## config.mk

```make
export PLATFORM = sky130hd
export DESIGN_NAME = matmul_stream_ctrl
export DESIGN_NICKNAME = d
export VERILOG_FILES = /design/src/rtl/matmul_stream_ctrl.sv
export SDC_FILE = /design/constraint.sdc
export NUM_CORES = 1
export LEC_CHECK = 0
export CORE_ASPECT_RATIO = 0.7
export CORE_MARGIN = 8
export CORE_UTILIZATION = 44
export CTS_BUF_LIST = sky130_fd_sc_hd__clkbuf_8
export DETAILED_ROUTE_END_ITERATION = 12
export GPL_ROUTABILITY_DRIVEN = 0
export GPL_TIMING_DRIVEN = 0
export PLACE_DENSITY = 0.84
export SYNTH_ARGS = -nofsm -noshare
export SYNTH_HDL_FRONTEND = slang
export SYNTH_SLANG_ARGS = --single-unit
```

## constraint.sdc

```tcl
create_clock -name clk -period 2.3 [get_ports clk]
set_clock_uncertainty 0.1 [all_clocks]
set_input_delay 0.46 -clock clk [delete_from_list [all_inputs] [get_ports clk]]
set_output_delay 0.46 -clock clk [all_outputs]
set_load 0.005 [all_outputs]
```

## src/rtl/matmul_stream_ctrl.sv

```systemverilog
// rtl/matmul_stream_ctrl.sv - streams A/B rows into engine memories, kicks the engine, streams result rows out.
// Optional engine-latency counter: MATMUL_STREAM_CTRL_CYCLE_CNT_EN.
module matmul_stream_ctrl #(
    parameter int MUL_SIZE  = 8,
    parameter int ADDR_BITS = $clog2(MUL_SIZE)
) (
    input  logic                    clk,
    input  logic                    rst,
    input  logic                    s_valid,
    output logic                    s_ready,
    input  logic [MUL_SIZE*8-1:0]   s_data,
    output logic                    a_we,
    output logic [ADDR_BITS-1:0]    a_waddr,
    output logic [MUL_SIZE*8-1:0]   a_wdata,
    output logic                    b_we,
    output logic [ADDR_BITS-1:0]    b_waddr,
    output logic [MUL_SIZE*8-1:0]   b_wdata,
    output logic                    start_mul,
    input  logic                    mul_done,
    output logic [ADDR_BITS-1:0]    out_raddr,
    input  logic [MUL_SIZE*8-1:0]   out_rdata,
    output logic                    m_valid,
    input  logic                    m_ready,
    output logic [MUL_SIZE*8-1:0]   m_data,
    output logic                    m_last,
    output logic                    busy,
    output logic [31:0]             calc_cycles
);

    localparam logic [ADDR_BITS-1:0] LAST = ADDR_BITS'(MUL_SIZE - 1);

    typedef enum logic [2:0] {
        LOAD_A,
        LOAD_B,
        START,
        WAIT,
        RD_ADDR,
        RD_DATA,
        SEND
    } state_t;

    state_t               state;
    logic [ADDR_BITS-1:0] cnt;

    // Gated by rst so s_ready is also low while reset is held.
    assign s_ready = rst && ((state == LOAD_A) || (state == LOAD_B));

    always_ff @(posedge clk or negedge rst) begin
        if (!rst) begin
            state     <= LOAD_A;
            cnt       <= '0;
            a_we      <= 1'b0;
            a_waddr   <= '0;
            a_wdata   <= '0;
            b_we      <= 1'b0;
            b_waddr   <= '0;
            b_wdata   <= '0;
            start_mul <= 1'b0;
            out_raddr <= '0;
            m_valid   <= 1'b0;
            m_data    <= '0;
            m_last    <= 1'b0;
            busy      <= 1'b0;
        end else begin
            a_we      <= 1'b0;
            b_we      <= 1'b0;
            start_mul <= 1'b0;
            case (state)
                LOAD_A: begin
                    if (s_valid) begin
                        a_we    <= 1'b1;
                        a_waddr <= cnt;
                        a_wdata <= s_data;
                        cnt     <= cnt + 1'b1;
                        busy    <= 1'b1;
                        if (cnt == LAST) state <= LOAD_B;
                    end else begin
                        busy <= (cnt != '0);
                    end
                end
                LOAD_B: begin
                    if (s_valid) begin
                        b_we    <= 1'b1;
                        b_waddr <= cnt;
                        b_wdata <= s_data;
                        cnt     <= cnt + 1'b1;
                        if (cnt == LAST) state <= START;
                    end
                end
                // The final b_we is on the bus during this state, so start lands one cycle later.
                START: begin
                    start_mul <= 1'b1;
                    state     <= WAIT;
                end
                WAIT: begin
                    if (mul_done) begin
                        cnt       <= '0;
                        out_raddr <= '0;
                        state     <= RD_ADDR;
                    end
                end
                RD_ADDR: state <= RD_DATA;
                RD_DATA: begin
                    m_data  <= out_rdata;
                    m_valid <= 1'b1;
                    m_last  <= (cnt == LAST);
                    state   <= SEND;
                end
                SEND: begin
                    if (m_ready) begin
                        m_valid <= 1'b0;
                        m_last  <= 1'b0;
                        if (cnt == LAST) begin
                            cnt   <= '0;
                            busy  <= 1'b0;
                            state <= LOAD_A;
                        end else begin
                            cnt       <= cnt + 1'b1;
                            out_raddr <= cnt + 1'b1;
                            state     <= RD_ADDR;
                        end
                    end
                end
                default: state <= LOAD_A;
            endcase
        end
    end

`ifdef MATMUL_STREAM_CTRL_CYCLE_CNT_EN
    logic [31:0] cyc_cnt;

    // The mul_done cycle itself is not counted, so the value equals the start-to-done distance.
    always_ff @(posedge clk or negedge rst) begin
        if (!rst) begin
            cyc_cnt <= '0;
        end else if (state == START) begin
            cyc_cnt <= '0;
        end else if ((state == WAIT) && !mul_done && (cyc_cnt != 32'hFFFF_FFFF)) begin
            cyc_cnt <= cyc_cnt + 32'd1;
        end
    end

    assign calc_cycles = cyc_cnt;
`else
    assign calc_cycles = '0;
`endif

endmodule

```

# After elaboration in Yosys (flattened, before gate mapping)
# Index checks and enable logic that the tools add are counted.
# Widths: inputs -> output; s select.
[classes]
n_addsub = 1
eq_ne = 16
mux = 27
reduce_logical = 16
[ops]
columns = ["op", "n"]
rows = [
  ["$mux 3", 13],
  ["$pmux 3 s7", 1],
  ["$eq 3x3->1 const B", 4],
  ["$ne 2x2->1 const B", 6],
  ["$pmux 3 s3", 1],
  ["$mux 1", 8],
  ["$reduce_and 4->1", 2],
  ["$eq 3x2->1 const B", 2],
  ["$ne 2x1->1 const B", 3],
  ["$pmux 1 s2", 3],
  ["$pmux 3 s2", 1],
  ["$reduce_and 2->1", 3],
  ["$reduce_and 6->1", 1],
  ["$reduce_bool 2->1", 3],
  ["$reduce_bool 3->1", 2],
  ["$add 3x1->3 const B", 1],
  ["$eq 3x1->1 const B", 1],
  ["$logic_not 3->1", 1],
  ["$reduce_and 3->1", 1],
  ["$reduce_or 2->1", 1],
  ["$logic_and 1x1->1", 1],
  ["$logic_or 1x1->1", 1],
]
[totals]
word_cells = 74
input_bits = 133
reg_bits = 213

# Logic depth before layout (Yosys ltp)
# Gate-level depths: netlist of the first run.
[logic_depth]
depth_word = 4
ltp_mapped = 6
depth_no_buf = 5

# Least setup slack after synthesis of the first run
# OpenSTA, ideal clock, no wires.
[synth_timing]
path_type = "register to register"
from = "register cnt[0]"
to = "register out_raddr[1]"
path_buffers = 0
t_required_ns = 2.078
path_stages_with_launch = 6
synth_period_minus_slack_ns = 1.677
t_arrival_ns = 1.455
path_slack_ns = 0.623
cell_sequence = "dfrtp_1 -> ha_1 -> ha_1 -> and4bb_2 -> o21ai_0 -> a32o_1"
[synth_between]
elab_chain_cells = 4
[synth_lines]
columns = ["element", "line", "text"]
rows = [
  ["from (decl)", "43", "logic [ADDR_BITS-1:0] cnt;"],
  ["from (signal assigned)", "74", "cnt <= cnt + 1'b1;"],
  ["from (signal assigned)", "86", "cnt <= cnt + 1'b1;"],
  ["from (signal assigned)", "118", "cnt <= cnt + 1'b1;"],
  ["$add 3x1->3", "119", "out_raddr <= cnt + 1'b1;"],
  ["$mux 3", "113", "if (cnt == LAST) begin"],
  ["$mux 3", "110", "if (m_ready) begin"],
  ["$pmux 3 s2", "68", "case (state)"],
  ["to (signal assigned)", "119", ""],
  ["to (decl)", "20", "output logic [ADDR_BITS-1:0] out_raddr,"],
]
# Parallel ways exist; a longest one is shown, timed or not. The select of a mux whose other input is x is not followed.
# A chain may end at the register's enable or synchronous reset.

# Final worst setup path of the first run
[layout_timing]
from = "register state[2]"
to = "output s_ready"
[layout_between]
elab_chain_cells = 3
[layout_lines]
columns = ["element", "line", "text"]
rows = [
  ["from (decl)", "42", "state_t state;"],
  ["from (signal assigned)", "50", "state <= LOAD_A;"],
  ["from (signal assigned)", "76", "if (cnt == LAST) state <= LOAD_B;"],
  ["from (signal assigned)", "87", "if (cnt == LAST) state <= START;"],
  ["$eq 3x1->1 / $logic_not 3->1 (equally long branches)", "46", "assign s_ready = rst && ((state == LOAD_A) || (state == LOAD_B));"],
  ["$logic_or 1x1->1 *", "46", ""],
  ["$logic_and 1x1->1 *", "46", ""],
  ["to (decl)", "10", "output logic s_ready,"],
]
# Mark *: on every way between the ends. The rest lies on a longest branch, timed or not.

==> results.py, run 1 <==
metrics = {
    "critical_path": {
        "worstSetupStartpointType": "register",
        "worstPathCellList": "buf_4 -> nor3b_1 -> dlygate4sd2_1",
        "r2r_slack_ns": 0.22,
        "worst_path_largest_cell_delay_ns": 0.41,
        "cpLargestDelayFamily": "buffers and inverters",
        "timing.rr.start": "state[1]$_DFFE_PN0P_",
        "critPathRequiredTime_ns": 1.74,
        "path_class": "reg2out",
        "cp-end-kind": "output pin",
        "crit_fanout": 19,
        "ff2ff_path_depth": 6,
        "arrival_ns": 1.60,
        "slowest_stage": "dfrtp_1",
        "r2r_end": "b_wdata[34]$_DFFE_PN0P_",
        "path_buf_inv": 2,
    },
    "min_path": {
        "min_path_type": "reg2reg",
        "hold_depth": 1,
        "hold-path-endpoint": "a_wdata[59]$_DFFE_PN0P_",
        "min_from": "a_wdata[59]$_DFFE_PN0P_",
    },
    "logic_synthesis": {
        "yosysTopAreaCellShare_pct": 61.96,
        "synth_mux_area_share_pct": 28.41,
        "synthAdderAreaFrac_pct": 0.5818,
        "synthArstFlopShare_pct": 100.0,
        "synth_top_area_cell": "dfrtp_1",
        "synth.avg_cell_area_sq_um": 16.17,
        "syn_area_sq_mm": 0.008602,
        "synth_xor_area_share_pct": 0,
        "synthDistinctLibCells": 36,
        "synth_top_family_by_area": "multiplexers",
        "ys_seq_elements": 213,
        "yosys-top-cells-area": "dfrtp_1 62%, mux2_2 17%, mux2_4 8.6%",
        "synth_ff_type": "dfrtp_1",
        "synthCells": 532,
        "synth_edf_count": 0,
        "synthSimpleGateAreaFrac_pct": 2.080,
        "yosys_warnings": 0,
        "ys_seq_area_share_pct": 61.96,
        "synth-compound-area-share_pct": 1.556,
    },
    "final_layout": {
        "antennaDiodeCount": 0,
        "ff_latch_area_sq_mm": 0.005330,
        "fin_cells": 1231,
        "n_fill_cell": 1328,
        "final_cell_mix": "338 x clkdlybuf4s50_1, 213 x dfrtp_1, 130 x mux2_2",
        "final_common_cell": "clkdlybuf4s50_1",
        "multi_input_area_sq_mm": 0.002927,
        "drive_above_1_share_pct": 30.20,
        "nets": 1085,
        "finalInstanceArea_sq_mm": 0.01334,
        "area_growth_pct": 55.13,
    },
    "detailed_routing": {
        "ant_nets": 0,
        "drc": 0,
        "drt_iter0_drc": 209,
        "num_vias": 5814,
        "via_per_inst": 4.723,
        "drtPass1Iterations": 4,
        "wirelength_um": 25480,
        "wire_per_inst_um": 20.70,
    },
    "cts": {
        "clock-sinks": 213,
        "numCtsBuffers": 34,
        "clock_latency_ns": 0.49,
        "htreeDepth": 2,
        "cts_tree": "built",
        "clk_pin_slew_ns": 0.06,
        "clock-root-buffer": "clkbuf_8",
        "cts_max_path_buffers": 3,
    },
    "grt": {
        "grt_usage_pct": 20.68,
        "grt_max_degree": 56,
        "grt_first_pass_wirelength_um": 39440,
        "antenna_found_initial": 1,
        "grt_pass1_vias": 6529,
        "grt-ovfl-total": 0,
    },
    "pwr": {
        "power_density_mw_per_mm2": 1374,
        "p_leak_nw": 5.934,
        "total_power_mw": 18.33,
        "max-vdd-ir-drop_uv": 700.2,
    },
    "timing": {
        "setup_viol": 0,
        "finalMaxSlewViolations": 0,
        "period_needed_ns": 2.158,
        "finalHoldViolations": 0,
        "fin_crit_sh_pct": 93.85,
        "max_freq_mhz": 463.3,
        "grt_setup_unrepaired": "no",
    },
    "placement": {
        "placed_area_sq_mm": 0.01248,
        "dp.cells": 1168,
        "portBuffers": 340,
        "place_hpwl_um": 18930,
    },
    "floorplanning": {
        "chipHeight_um": 133.0,
        "start_util_pct": 45.22,
        "ioPinCount": 373,
        "rows": 42,
        "coreArea_sq_mm": 0.01902,
        "die_w_um": 183.1,
        "dieArea_sq_mm": 0.02435,
    },
    "status": {
        "status": "finished clean",
    },
    "flow_run": {
        "max_cap_violations": 0,
    },
}
## cells in the mapped netlist (4+ instances only)
| cell | count |
|---|---|
| a21oi_1 | 7 |
| buf_2 | 12 |
| buf_4 | 35 |
| buf_6 | 10 |
| dfrtp_1 | 213 |
| ha_1 | 4 |
| inv_1 | 5 |
| mux2_1 | 19 |
| mux2_2 | 130 |
| mux2_4 | 49 |
| nand2_1 | 5 |
| nand3b_1 | 4 |
| o21ai_0 | 5 |
## logic make-up after synthesis
logic type / Yosys count
DFF: 213
muxes: 201
buffers and inverters: 64
and+or+nand+nor: 28
AOI/OAI and AO/OA: 21
adders and majority gates: 4
other: 1
## metrics by stage
step	utilization (%)	setup slack (ns)	hold slack [ns]	TNS, ns
2_1_floorplan	-	0.6233	0.06441	0
3_3_place_gp	65.46	-8.345	0.3678	-1815.91
3_5_place_dp	65.63	-0.7280	0.3737	-37.00
4_1_cts	70.15	0.1028	0.3886	0
5_1_grt	70.15	0.03041	0.4020	0
6_report	70.15	0.1415	0.3865	0
## where the power goes
| group | internal (mW) | leakage (nW) | switching (mW) |
|---|---|---|---|
| registers | 5.68 | 2.51 | 1.05 |
| clock network | 1.66 | 0.372 | 1.43 |
| logic | 5.70 | 3.05 | 2.81 |
| total | 13.0 | 5.93 | 5.29 |
## area by class of cell
class / instances / share of cell area (%)
clock buffers: 43 / 4.435
clock inverters: 12 / 0.3469
flip-flops and latches: 213 / 39.94
inverters: 5 / 0.1406
repair buffers: 351 / 27.44
multi-input cells: 286 / 21.93
plain buffers: 57 / 3.282
well taps: 264 / 2.475
## how the worst max path moves through the flow
stage | startpoint | end | slack, ns | cells after the start
2_1_floorplan | cnt[0]$_DFFE_PN0P_ | out_raddr[1]$_DFFE_PN0P_ | 0.62 | 5
3_3_place_gp | rst | m_data[2]$_DFFE_PN0P_ | -8.34 | 1
3_5_place_dp | rst | s_ready | -0.73 | 4
4_1_cts | s_valid | a_wdata[62]$_DFFE_PN0P_ | 0.10 | 6
5_1_grt | s_valid | a_wdata[52]$_DFFE_PN0P_ | 0.03 | 6
6_report | state[2]$_DFFE_PN0P_ | s_ready | 0.14 | 3
## state kept, by name, summed over array words and instances, names as in the netlist, 3 cells and up
name	count
a_waddr	3
a_wdata	64
b_waddr	3
b_wdata	64
cnt	3
m_data	64
out_raddr	3
state	3
## metal layers
layer / vias up / share of wire (%) / GRT usage, %
li1: 2643 / - / -
met1: 2880 / 38 / 23.29
met2: 253 / 50 / 35.50
met3: 38 / 10 / 8.504
met4: 0 / 2.1 / 6.081
met5: - / 0 / 0
## repair_timing
item,in CTS,in global routing
hold buffers,8,0
endpoints found under the setup margin,1,0
endpoints found under the hold margin,104,0
resized for setup,4,0
buffers inserted,0,0
(Power assumes the default switching activity.)
==> run 2: changes to the inputs <==
==> constraint.sdc (replaced) <==
create_clock -name clk -period 2.05 [get_ports clk]
set_clock_uncertainty 0.1 [all_clocks]
set_input_delay 0.41 -clock clk [delete_from_list [all_inputs] [get_ports clk]]
set_output_delay 0.41 -clock clk [all_outputs]
set_load 0.005 [all_outputs]
==> run 2 against run 1 <==
The run now ends with negative hold slack left. Clock-buffer cell count unchanged. Combinational power is 13% higher. Setup slack got worse by 0.082 ns. First-iteration DRC count decreased by 4.8%. Flip-flop and latch count unchanged. Worst hold slack got worse by 0.57 ns. Cell area hardly changed. Register-to-register slack got worse by 0.11 ns. Total power rose by 13%. Sequential power increased by 12%. Die area unchanged. Via count is 0.28% lower.
==> results.py, run 2 (same netlist as run 1, synthesis figures left out) <==
metrics = {
    "status": {
        "status": "finished, violations left",
        "violations": "negative hold slack",
    },
    "critical_path": {
        "r2r_end": "a_wdata[9]$_DFFE_PN0P_",
        "crit_fanout": 10,
        "cpLargestDelayFamily": "buffers and inverters",
        "worstSetupStartpointType": "primary input",
        "cp-startpoint": "s_valid",
        "cp-end-kind": "register",
        "ff2ff_path_depth": 5,
        "slowest_stage": "clkdlybuf4s50_1",
        "r2r_slack_ns": 0.11,
        "path_class": "in2reg",
        "critPathRequiredTime_ns": 2.32,
        "timing.rr.start": "state[2]$_DFFE_PN0P_",
        "worst_path_largest_cell_delay_ns": 0.60,
        "arrival_ns": 2.26,
        "path_buf_inv": 3,
        "worstPathCellList": "clkdlybuf4s50_1 -> nand2b_1 -> nor3_4 -> buf_4 -> buf_2 -> mux2_2",
    },
    "cts": {
        "htreeDepth": 2,
        "clock-root-buffer": "clkbuf_8",
        "postCtsHoldBufs": 5,
        "cts_tree": "built",
        "cts_max_path_buffers": 3,
        "numCtsBuffers": 34,
        "clock_latency_ns": 0.49,
        "clock-sinks": 213,
        "clk_pin_slew_ns": 0.06,
    },
    "detailed_routing": {
        "wire_per_inst_um": 20.59,
        "drtPass1Iterations": 4,
        "drc": 0,
        "wirelength_um": 25320,
        "via_per_inst": 4.714,
        "num_vias": 5798,
        "ant_nets": 0,
        "drt_iter0_drc": 199,
    },
    "final_layout": {
        "area_growth_pct": 55.01,
        "final_cell_mix": "338 x clkdlybuf4s50_1, 213 x dfrtp_1, 130 x mux2_2",
        "nets": 1084,
        "antennaDiodeCount": 0,
        "fin_cells": 1230,
        "final_common_cell": "clkdlybuf4s50_1",
        "drive_above_1_share_pct": 30.54,
        "reg_top3": "a_wdata: 64 flops, b_wdata: 64 flops, m_data: 64 flops",
        "n_fill_cell": 1325,
        "finalInstanceArea_sq_mm": 0.01333,
        "final_core_util_pct": 70.09,
    },
    "timing": {
        "fin_crit_sh_pct": 97.08,
        "layout_setup_ws_ns": 0.05981,
        "max_freq_mhz": 502.5,
        "setup_viol": 0,
        "setup_tns_ns": 0,
        "period_needed_ns": 1.990,
        "grt_setup_unrepaired": "no",
        "finalHoldViolations": 109,
        "finalMaxSlewViolations": 0,
        "whs_ns": -0.1846,
    },
    "floorplanning": {
        "die_w_um": 183.1,
        "rows": 42,
        "coreArea_sq_mm": 0.01902,
        "dieArea_sq_mm": 0.02435,
        "chipHeight_um": 133.0,
        "start_util_pct": 45.22,
        "ioPinCount": 373,
    },
    "pwr": {
        "p_sw_mw": 5.968,
        "pwr-share-clk_pct": 16.8,
        "p_leak_nw": 5.928,
        "switching_share_pct": 28.93,
        "power_density_mw_per_mm2": 1547,
        "seqPwrFrac_pct": 36.6,
        "total_power_mw": 20.63,
        "max-vdd-ir-drop_uv": 793.3,
        "p_int_mw": 14.66,
        "combPwrFrac_pct": 46.6,
    },
    "placement": {
        "portBuffers": 340,
        "pre_cts_ws_ns": -0.8780,
        "place_hpwl_um": 18930,
        "dp.cells": 1168,
        "placed_area_sq_mm": 0.01248,
    },
    "grt": {
        "grt-ovfl-total": 0,
        "grt_first_pass_wirelength_um": 39060,
        "antenna_found_initial": 0,
        "grt_usage_pct": 20.45,
        "grt_max_degree": 56,
        "grt_pass1_vias": 6538,
    },
    "min_path": {
        "min_path_type": "in2async",
    },
    "flow_run": {
        "max_cap_violations": 0,
    },
}
[run 2: changes by cell type in the layout (fill, tap and decap cells not counted), sizes merged]
cell         change
buf              +2
dlygate4sd2      -1
dlygate4sd3      -2
[run 2: how the worst max path moves through the flow]
stage                     cells past startpoint                        to
after floorplan                               5  out_raddr[1]$_DFFE_PN0P_
after global placement                        1     m_data[2]$_DFFE_PN0P_
after detailed placement                      4                   s_ready
after CTS                                     6   b_wdata[34]$_DFFE_PN0P_
after global routing                          6   a_wdata[14]$_DFFE_PN0P_
final                                         6    a_wdata[9]$_DFFE_PN0P_
[run 2: area by class of cell]
cell class | count | area [sq um] | share of cell area, %
flip-flops and latches | 213 | 5330 | 39.97
repair buffers | 349 | 3618 | 27.14
multi-input cells | 286 | 2943 | 22.07
clock buffers | 43 | 591.8 | 4.438
plain buffers | 58 | 455.4 | 3.416
well taps | 264 | 330.3 | 2.477
clock inverters | 12 | 46.29 | 0.3472
inverters | 5 | 18.77 | 0.1408
[run 2: per-layer routing]
| layer | up-vias | track usage [%] | routed length [um] |
|---|---|---|---|
| li1 | 2639 | - | - |
| met1 | 2870 | 23.01 | 9734 |
| met2 | 251 | 35.10 | 12590 |
| met3 | 38 | 8.368 | 2453 |
| met4 | 0 | 6.126 | 545 |
| met5 | - | 0 | 0 |
[run 2: what timing repair did]
item	4_1_cts	5_1_grt
resized for setup	12	4
hold endpoints to repair	104	109
pin swaps	0	1
cloned	2	0
buffers inserted	0	1
endpoints found under the setup margin	33	39
[run 2: worst reg2reg max path: cells and delay by family (launching register included)]
kind                   cells  cell delay (ns)
AND/OR/NAND/NOR            2             0.48
buffers and inverters      2             0.45
flip-flops                 1             0.41
multiplexers               1             0.37
[run 2: power by group through the flow]
| stage | Combinational [mW] | Clock, mW | Sequential [mW] |
|---|---|---|---|
| final | 9.61 | 3.47 | 7.55 |
| after global routing | 10.2 | 3.79 | 7.81 |
| after CTS | 9.74 | 3.55 | 7.55 |
| after detailed placement | 9.64 | 0 | 7.57 |
| after global placement | 9.45 | 0 | 7.50 |
| after floorplan | 3.76 | 0 | 7.64 |
==> RTL edit (flow settings as in run 1) <==
Build with the macro `MATMUL_STREAM_CTRL_CYCLE_CNT_EN` defined.
--- a/src/rtl/matmul_stream_ctrl.sv
+++ b/src/rtl/matmul_stream_ctrl.sv
@@ -2,2 +2,4 @@
 // Optional engine-latency counter: MATMUL_STREAM_CTRL_CYCLE_CNT_EN.
+`define MATMUL_STREAM_CTRL_CYCLE_CNT_EN
+
 module matmul_stream_ctrl #(
Behaviour: no difference found for any inputs over 4 cycles, from zero or initial values and one cycle with rst low; that may be too few to reach the edited logic, so the function may still have changed.
==> RTL edit against run 1 <==
  * First-iteration DRC count rose by 130%
  * Area after synthesis grew 15%
  * Synthesized cell count grew 33%
  * Sequential cell count rose by 32
  * Wire length increased by 27%
  * Cell count increased by 18%
  * Worst setup slack lost 62 ps
  * Non-clock buffer count increased by 13
  * Power up 10%
  * Register-to-register slack worse by 140 ps
  * Count of clock-buffer cells in the layout is 3 higher
  * Core utilization shrank 2.7 points
  * Design area grew 13%
  * Hold slack improved by 14 ps
==> RTL edit: results (changes against run 1) <==
[outcome]
status = finished, final reports clean

[critical_path]
r2r_setup_slack_ps = 80  ; -140 ps
crit_path_end = calc_cycles[23]$_DFFE_PN0P_
crit_start = calc_cycles[11]$_DFFE_PN0P_
cp_max_fo = 7  ; -12
start_kind = flop
max_stage_delay_ps = 480  ; +70 ps
slowest_stage = dfrtp_1
r2r-end = calc_cycles[23]$_DFFE_PN0P_
ff2ff_path_depth = 5  ; -1
cp_top_family = simple AND/OR/NAND/NOR gates

[synthesis]
yosysUniqueCellTypes = 46  ; +28%
synthArstFlopShare_pct = 100.0  ; unchanged
synth_compound_area_share_pct = 5.405  ; +3.8 points
synth_mux_area_share_pct = 23.20  ; -5.2 points
synth.area.top_cells = dfrtp_1 (62%), mux2_2 (23%), nand3_1 (1.2%), nand2_1 (1.2%), o21ai_0 (1.0%)
ys_warn_count = 0  ; unchanged
synthAdderAreaFrac_pct = 0.5040  ; -0.078 points
synth.net_count = 846
yosysSeqAreaShare_pct = 61.74  ; -0.23 points
synth-xor-area-share_pct = 0.08819  ; +0.088 points
synth_top_cells_by_count = dfrtp_1 (245), mux2_2 (201), nand2_1 (32)

[clocking]
cts_buffers = 39  ; +15%
clock_latency_ps = 510  ; +20 ps
clockRootBuffer = clkbuf_8
cts_buffer_depth = 3  ; unchanged
clk_pin_slew_ps = 60  ; about the same

[drt]
dr.pass1.iters = 5  ; +1
routedWlPerCell_um = 22.37  ; +8.1%
dr_total_vias = 7764  ; +34%
drt_iter0_drc = 483  ; +130%

[power_and_ir_drop]
vdd_drop_max_v = 0.0008008  ; +14%
leakage_nw = 6.434  ; +8.4%
swShare_pct = 30.84  ; +2.0 points

[global_route]
grt_use_total_pct = 22.50  ; +1.8 points
grt_pass1_vias = 8002  ; +23%
grt_pass1_wl_mm = 48.87  ; +24%
grt_antenna_before_repair = 3  ; +2
grt_max_degree = 84  ; +50%

[hold_path]
hold_path_class = reg -> reg
holdPathEnd = out_raddr[2]$_DFFE_PN0P_
hp-start = out_raddr[2]$_DFFE_PN0P_

[placed_design]
placed_area_mm2 = 0.01407  ; +13%
hpwl_mm = 23.77  ; +26%
io_buffers = 372  ; +9.4%

[finish]
post-route-util_pct = 67.40  ; -2.7 points
drive_above_1_share_pct = 26.61  ; -3.6 points
num-fill-cells = 1579  ; +19%
finalNetCount = 1273  ; +17%

[RTL edit: final cells by class]
cell class                      count  share of cell area [%]
Clock buffer                       46                   4.196
Tap cell                          288                   2.388
Inverter                            8                  0.1990
Sequential cell                   245                   40.69
Multi-Input combinational cell    421                   24.39
Clock inverter                     20                  0.5887
Antenna cell                        1                 0.01658
Buffer                             33                   1.128
Timing Repair Buffer              388                   26.41
[RTL edit: metrics by stage]
step / power, mW / hold WS, ps / setup WS (ps) / instances
after CTS: 20.42 / 405.1 / 9.996 / 1450
after floorplan: 10.90 / 64.41 / 87.80 / 709
after global routing: 21.40 / 411.2 / -7.517 / 1450
after detailed placement: 16.71 / 310.4 / -1001 / 1371
after global placement: 16.40 / 387.4 / -9820 / 1369
final: 20.22 / 400.0 / 79.43 / 1450
[RTL edit: metal layers]
layer / global-route usage (%) / part of all wire [%] / wire length, um / up-vias
met5: 0 / 0.037 / 12 / -
met4: 6.205 / 2.2 / 719 / 2
met3: 6.105 / 7.7 / 2502 / 54
met2: 36.79 / 48 / 15710 / 340
met1: 29.20 / 42 / 13490 / 3916
li1: - / - / - / 3452
[RTL edit: power groups by stage]
| stage | combinational, mW | sequential, mW | clock (mW) |
|---|---|---|---|
| 4_1_cts | 9.11 | 7.69 | 3.62 |
| 6_report | 8.99 | 7.72 | 3.51 |
| 3_5_place_dp | 8.96 | 7.75 | 0 |
| 5_1_grt | 9.57 | 7.99 | 3.83 |
| 2_1_floorplan | 3.16 | 7.74 | 0 |
| 3_3_place_gp | 8.75 | 7.65 | 0 |
[RTL edit: repair_timing]
item	CTS	global route
hold endpoints to repair	51	0
buffers inserted	7	0
pin swaps	2	5
endpoints found under the setup margin	164	69
gates cloned	1	0
resized for setup	25	22
hold buffers	6	0
